[config.mk]
export PLATFORM = sky130hd
export DESIGN_NAME = i_fetch
export DESIGN_NICKNAME = d
export VERILOG_FILES = /design/src/rtl/i_fetch.sv
export SDC_FILE = /design/constraint.sdc
export NUM_CORES = 2
export LEC_CHECK = 0
export CAP_MARGIN = 20
export CORE_ASPECT_RATIO = 0.9
export CORE_UTILIZATION = 30
export CTS_BUF_LIST = sky130_fd_sc_hd__clkbuf_4 sky130_fd_sc_hd__clkbuf_8
export CTS_CLUSTER_DIAMETER = 50
export DETAILED_ROUTE_END_ITERATION = 6
export SYNTH_ARGS = -nofsm -noshare
export SYNTH_HDL_FRONTEND = slang
export SYNTH_SLANG_ARGS = --single-unit
[constraint.sdc]
create_clock -name clk -period 3.65 [get_ports clk]
set_input_delay 0.73 -clock clk [delete_from_list [all_inputs] [get_ports clk]]
set_output_delay 0.73 -clock clk [all_outputs]
set_load 0.005 [all_outputs]
[src/rtl/i_fetch.sv]
// MIPS IF stage: PC register, word-addressed instruction memory with a write port, and the IF/ID register.
// Build option: define IF_FLUSH_EN to squash IF/ID on a taken branch; otherwise the wrong-path word is kept.
module i_fetch #(
  parameter int MEM_DEPTH = 128,
  parameter int ADDR_W    = 7
) (
  input  logic              clk,
  input  logic              rst,
  input  logic              EX_MEM_PCSrc,
  input  logic [31:0]       EX_MEM_NPC,
  input  logic              stall,
  input  logic              imem_we,
  input  logic [ADDR_W-1:0] imem_waddr,
  input  logic [31:0]       imem_wdata,
  output logic [31:0]       IF_ID_Instr,
  output logic [31:0]       IF_ID_NPC,
  output logic [31:0]       pc_out
);

  logic [31:0] imem [MEM_DEPTH];
  logic [31:0] pc_p0;
  logic [31:0] pc_plus4_p0;
  logic [31:0] fetch_word_p0;
  logic [31:0] branch_tgt;
  logic        unused_npc_lsbs;

  // Branch targets are forced to word alignment; the dropped bits carry no meaning.
  assign branch_tgt      = {EX_MEM_NPC[31:2], 2'b00};
  assign unused_npc_lsbs = ^EX_MEM_NPC[1:0];

  assign pc_plus4_p0   = pc_p0 + 32'd4;
  assign fetch_word_p0 = imem[pc_p0[ADDR_W+1:2]];
  assign pc_out        = pc_p0;

  // Memory is never reset; a write on the same edge as a fetch leaves that fetch with the old word.
  always_ff @(posedge clk) begin
    if (imem_we)
      imem[imem_waddr] <= imem_wdata;
  end

  always_ff @(posedge clk) begin
    if (rst)
      pc_p0 <= 32'd0;
    else if (EX_MEM_PCSrc)
      pc_p0 <= branch_tgt;
    else if (!stall)
      pc_p0 <= pc_plus4_p0;
  end

  // IF/ID boundary
  always_ff @(posedge clk) begin
    if (rst) begin
      IF_ID_Instr <= 32'd0;
      IF_ID_NPC   <= 32'd0;
    end
`ifdef IF_FLUSH_EN
    else if (EX_MEM_PCSrc) begin
      IF_ID_Instr <= 32'd0;
      IF_ID_NPC   <= 32'd0;
    end
`endif
    else if (!stall) begin
      IF_ID_Instr <= fetch_word_p0;
      IF_ID_NPC   <= pc_plus4_p0;
    end
  end

endmodule

==> flow_metrics.py <==
metrics = {
    "yosys": {
        "ys_types": 58,
        "synthArstFlopShare_pct": 0,
        "synth_most_common_cell": "edfxtp_1",
        "synth_area_leaders": "edfxtp_1, mux4_2, mux2i_1",
        "ys_seq_area_share_pct": 77.6,
        "syn_avg_cell_area_um2": 21.4,
        "yosysWarnings": 0,
        "synth_top_flop_cell": "edfxtp_1",
        "synth_top_area_cell": "edfxtp_1",
        "synth-seq-cells": 4188,
        "synth.top_cell.area_share_pct": 76.5,
        "syn_inst": 7516,
        "synth-edff-count": 4096,
        "synthTopCellsByCount": "edfxtp_1, mux4_2, mux2i_1",
        "syn-cell-area_um2": 161000,
    },
    "worst_hold_path": {
        "whs_path_depth": 1,
        "min_path_type": "input pin to register",
        "hold_start": "imem_wdata[13]",
        "min_to": "imem[11][13]$_DFFE_PP_",
    },
    "drt": {
        "drcViolationCount": 0,
        "finalWirelength_um": 456000,
        "dr.pass1.iters": 6,
        "routedWlPerCell_um": 28.3,
        "drt_iter0_markers": 10000,
        "drt-vias-per-instance": 5.12,
        "final_antenna_net_count": 0,
        "vias": 82400,
    },
    "global_route": {
        "grt_max_degree": 129,
        "grt_first_pass_wirelength_um": 634000,
        "grt_pass1_vias": 82700,
        "grt_usage_pct": 16.4,
        "grt_antenna_before_repair": 55,
        "overflow": 0,
    },
    "layout": {
        "fillers": 48400,
        "fin_nets": 8603,
        "finish.utilization_pct": 35.7,
        "drive_gt1_share_pct": 30.2,
        "syn_to_final_growth_pct": 18.3,
    },
    "clocking": {
        "clockBufferDepth": 4,
        "cts-root-buf": "clkbuf_8",
        "cts_inserted_buffers": 649,
        "insertion_delay_ns": 1.27,
        "clk_pin_slew_worst_paths_ns": 0.06,
        "cts_tree": "done",
        "cts_max_level": 6,
        "cts_sinks": 4188,
    },
    "floorplan": {
        "initial_core_util_pct": 30.2,
        "fp.dieH_um": 697,
        "die-area_um2": 539000,
        "rows": 254,
        "num_io_pins": 172,
        "fp.dieW_um": 774,
        "coreArea_um2": 533000,
    },
    "sta": {
        "fin_skew_ns": 0.0583,
        "max_clock_freq_mhz": 278,
        "setup_viol": 0,
        "rsz0062_at_grt": "false",
        "fin_crit_sh_pct": 98.6,
        "finalHoldViolations": 0,
        "period_minus_slack_ns": 3.60,
        "finalMaxSlewViolations": 0,
        "worst_slew_pin_slew_ns": 1.23,
        "maxSlewHeadroom_pct": 18.0,
    },
    "placement": {
        "numPortBuffers": 165,
        "place_congestion": 0.855,
        "dp_hpwl_um": 276000,
    },
    "worst_setup_path": {
        "r2r_start": "pc_out[2]$_SDFFE_PP0P_",
        "path_class": "register to register",
        "worstPathArrival_ns": 4.67,
        "rr_endpoint": "IF_ID_Instr[28]$_SDFFE_PP0N_",
        "worstSetupEndpointType": "register",
        "startpoint_type": "register",
        "cp_max_fo": 16,
        "worst-r2r-setup-slack_ns": 0.05,
        "required_ns": 4.72,
        "r2r_cells": 9,
    },
    "flow_run": {
        "cap_viol_max_count": 0,
    },
    "outcome": {
        "status": "finished clean",
    },
    "power_and_ir_drop": {
        "p_total_mw": 98.9,
        "ir_worst_vdd_mv": 0.430,
        "power_density_nw_per_um2": 519,
        "p_leak_nw": 57.8,
    },
}
==> cell usage in the layout (no fill, tap or decap), drive strengths merged, types with 21 or more instances in the layout <==
master	Yosys	layout
clkbuf	175	851
a21oi	96	96
clkdlybuf4s50	0	130
nor4	41	41
nor3	31	31
buf	282	670
xor2	23	23
nand2	184	184
mux4	880	880
a311oi	33	33
nand3	54	54
a221oi	73	73
a2111oi	33	33
and3	38	38
a31oi	32	32
xnor2	26	26
dfxtp	92	92
bufinv	0	21
o21ai	52	52
nand2b	68	68
a22oi	148	148
nor2	298	298
diode	0	23
a211oi	90	90
mux2i	401	401
o22ai	135	135
clkinv	2	246
inv	23	57
edfxtp	4096	4096
a22o	40	40
==> sequential cells by signal, indices dropped and copies added, names as in the netlist <==
| register | count |
|---|---|
| IF_ID_NPC | 30 |
| pc_out | 30 |
| IF_ID_Instr | 32 |
| imem | 4096 |
==> power breakdown <==
group / internal, mW / leakage, nW / switching, mW
combinational: 2.42 / 13.5 / 3.95
clock: 20.6 / 6.76 / 18.7
sequential: 53.0 / 37.6 / 0.227
total: 76.0 / 57.8 / 22.9
==> cells by family after synthesis <==
logic type | Yosys count | share of synthesized area, %
fa+ha+maj | 1 | 0.00778
buf+inv | 482 | 1.75
compound gates | 745 | 3.34
other cells | 1 | 0.00233
flops | 4188 | 77.6
xor+xnor | 49 | 0.267
simple gates | 768 | 2.20
mux | 1282 | 14.8
==> worst max-delay path by stage <==
stage,depth (start not counted),slack [ns],from,end
3_3_place_gp,10,-0.11,pc_out[2]$_SDFFE_PP0P_,IF_ID_Instr[5]$_SDFFE_PP0N_
6_report,9,0.05,pc_out[2]$_SDFFE_PP0P_,IF_ID_Instr[28]$_SDFFE_PP0N_
5_1_grt,8,0.01,pc_out[2]$_SDFFE_PP0P_,IF_ID_Instr[27]$_SDFFE_PP0N_
3_5_place_dp,10,-0.04,pc_out[2]$_SDFFE_PP0P_,IF_ID_Instr[5]$_SDFFE_PP0N_
4_1_cts,2,0.06,pc_out[2]$_SDFFE_PP0P_,pc_out[2]
2_1_floorplan,3,-0.32,imem_we,imem[100][0]$_DFFE_PP_
==> metrics by stage <==
step	std cells	area, um^2	hold slack [ns]	worst slack (ns)	TNS (ns)
6_report	16100	190000	0.0587	0.0504	0
5_1_grt	16100	190000	0.0280	0.0116	0
4_1_cts	16100	190000	0.00678	0.0587	0
3_5_place_dp	14900	177000	0.460	-0.0409	-0.0409
3_3_place_gp	14900	177000	0.459	-0.108	-0.110
2_1_floorplan	7519	161000	0.457	-0.319	-30.67
==> layer usage <==
metal	global-route usage (%)	share of wire, %	vias up
met5	0	0.011	-
met2	26.0	47	4034
li1	-	-	33700
met3	4.36	10	703
met1	22.0	40	43900
met4	5.31	3.2	8
==> critical path, stage by stage, from the launching register on <==
cell and delay, ns:
dfxtp_4 0.48, buf_12 0.20, buf_12 0.19, buf_4 0.35, mux4_2 0.59, o22ai_1 0.52, nor2_1 0.14, a311oi_1 0.65
buf_4 0.22, a2111oi_1 0.05
==> final cells by class <==
class / count / area [um^2] / share of cell area, %
repair buffers: 813 / 9350 / 4.91
inverters: 25 / 95.1 / 0.0499
clock buffers: 851 / 10600 / 5.55
multi-input cells: 2849 / 34300 / 18.0
flip-flops and latches: 4188 / 125000 / 65.6
clock inverters: 313 / 2350 / 1.23
diodes: 23 / 57.6 / 0.0302
well taps: 7040 / 8810 / 4.63
==> repair_timing <==
item | in CTS | in global routing
buffers inserted | 5 | 0
hold buffers | 12 | 1
setup endpoints to repair | 5 | 0
hold endpoints to repair | 147 | 1
gates resized for setup | 5 | 0
Note: power is estimated with default switching activity, not from simulation.
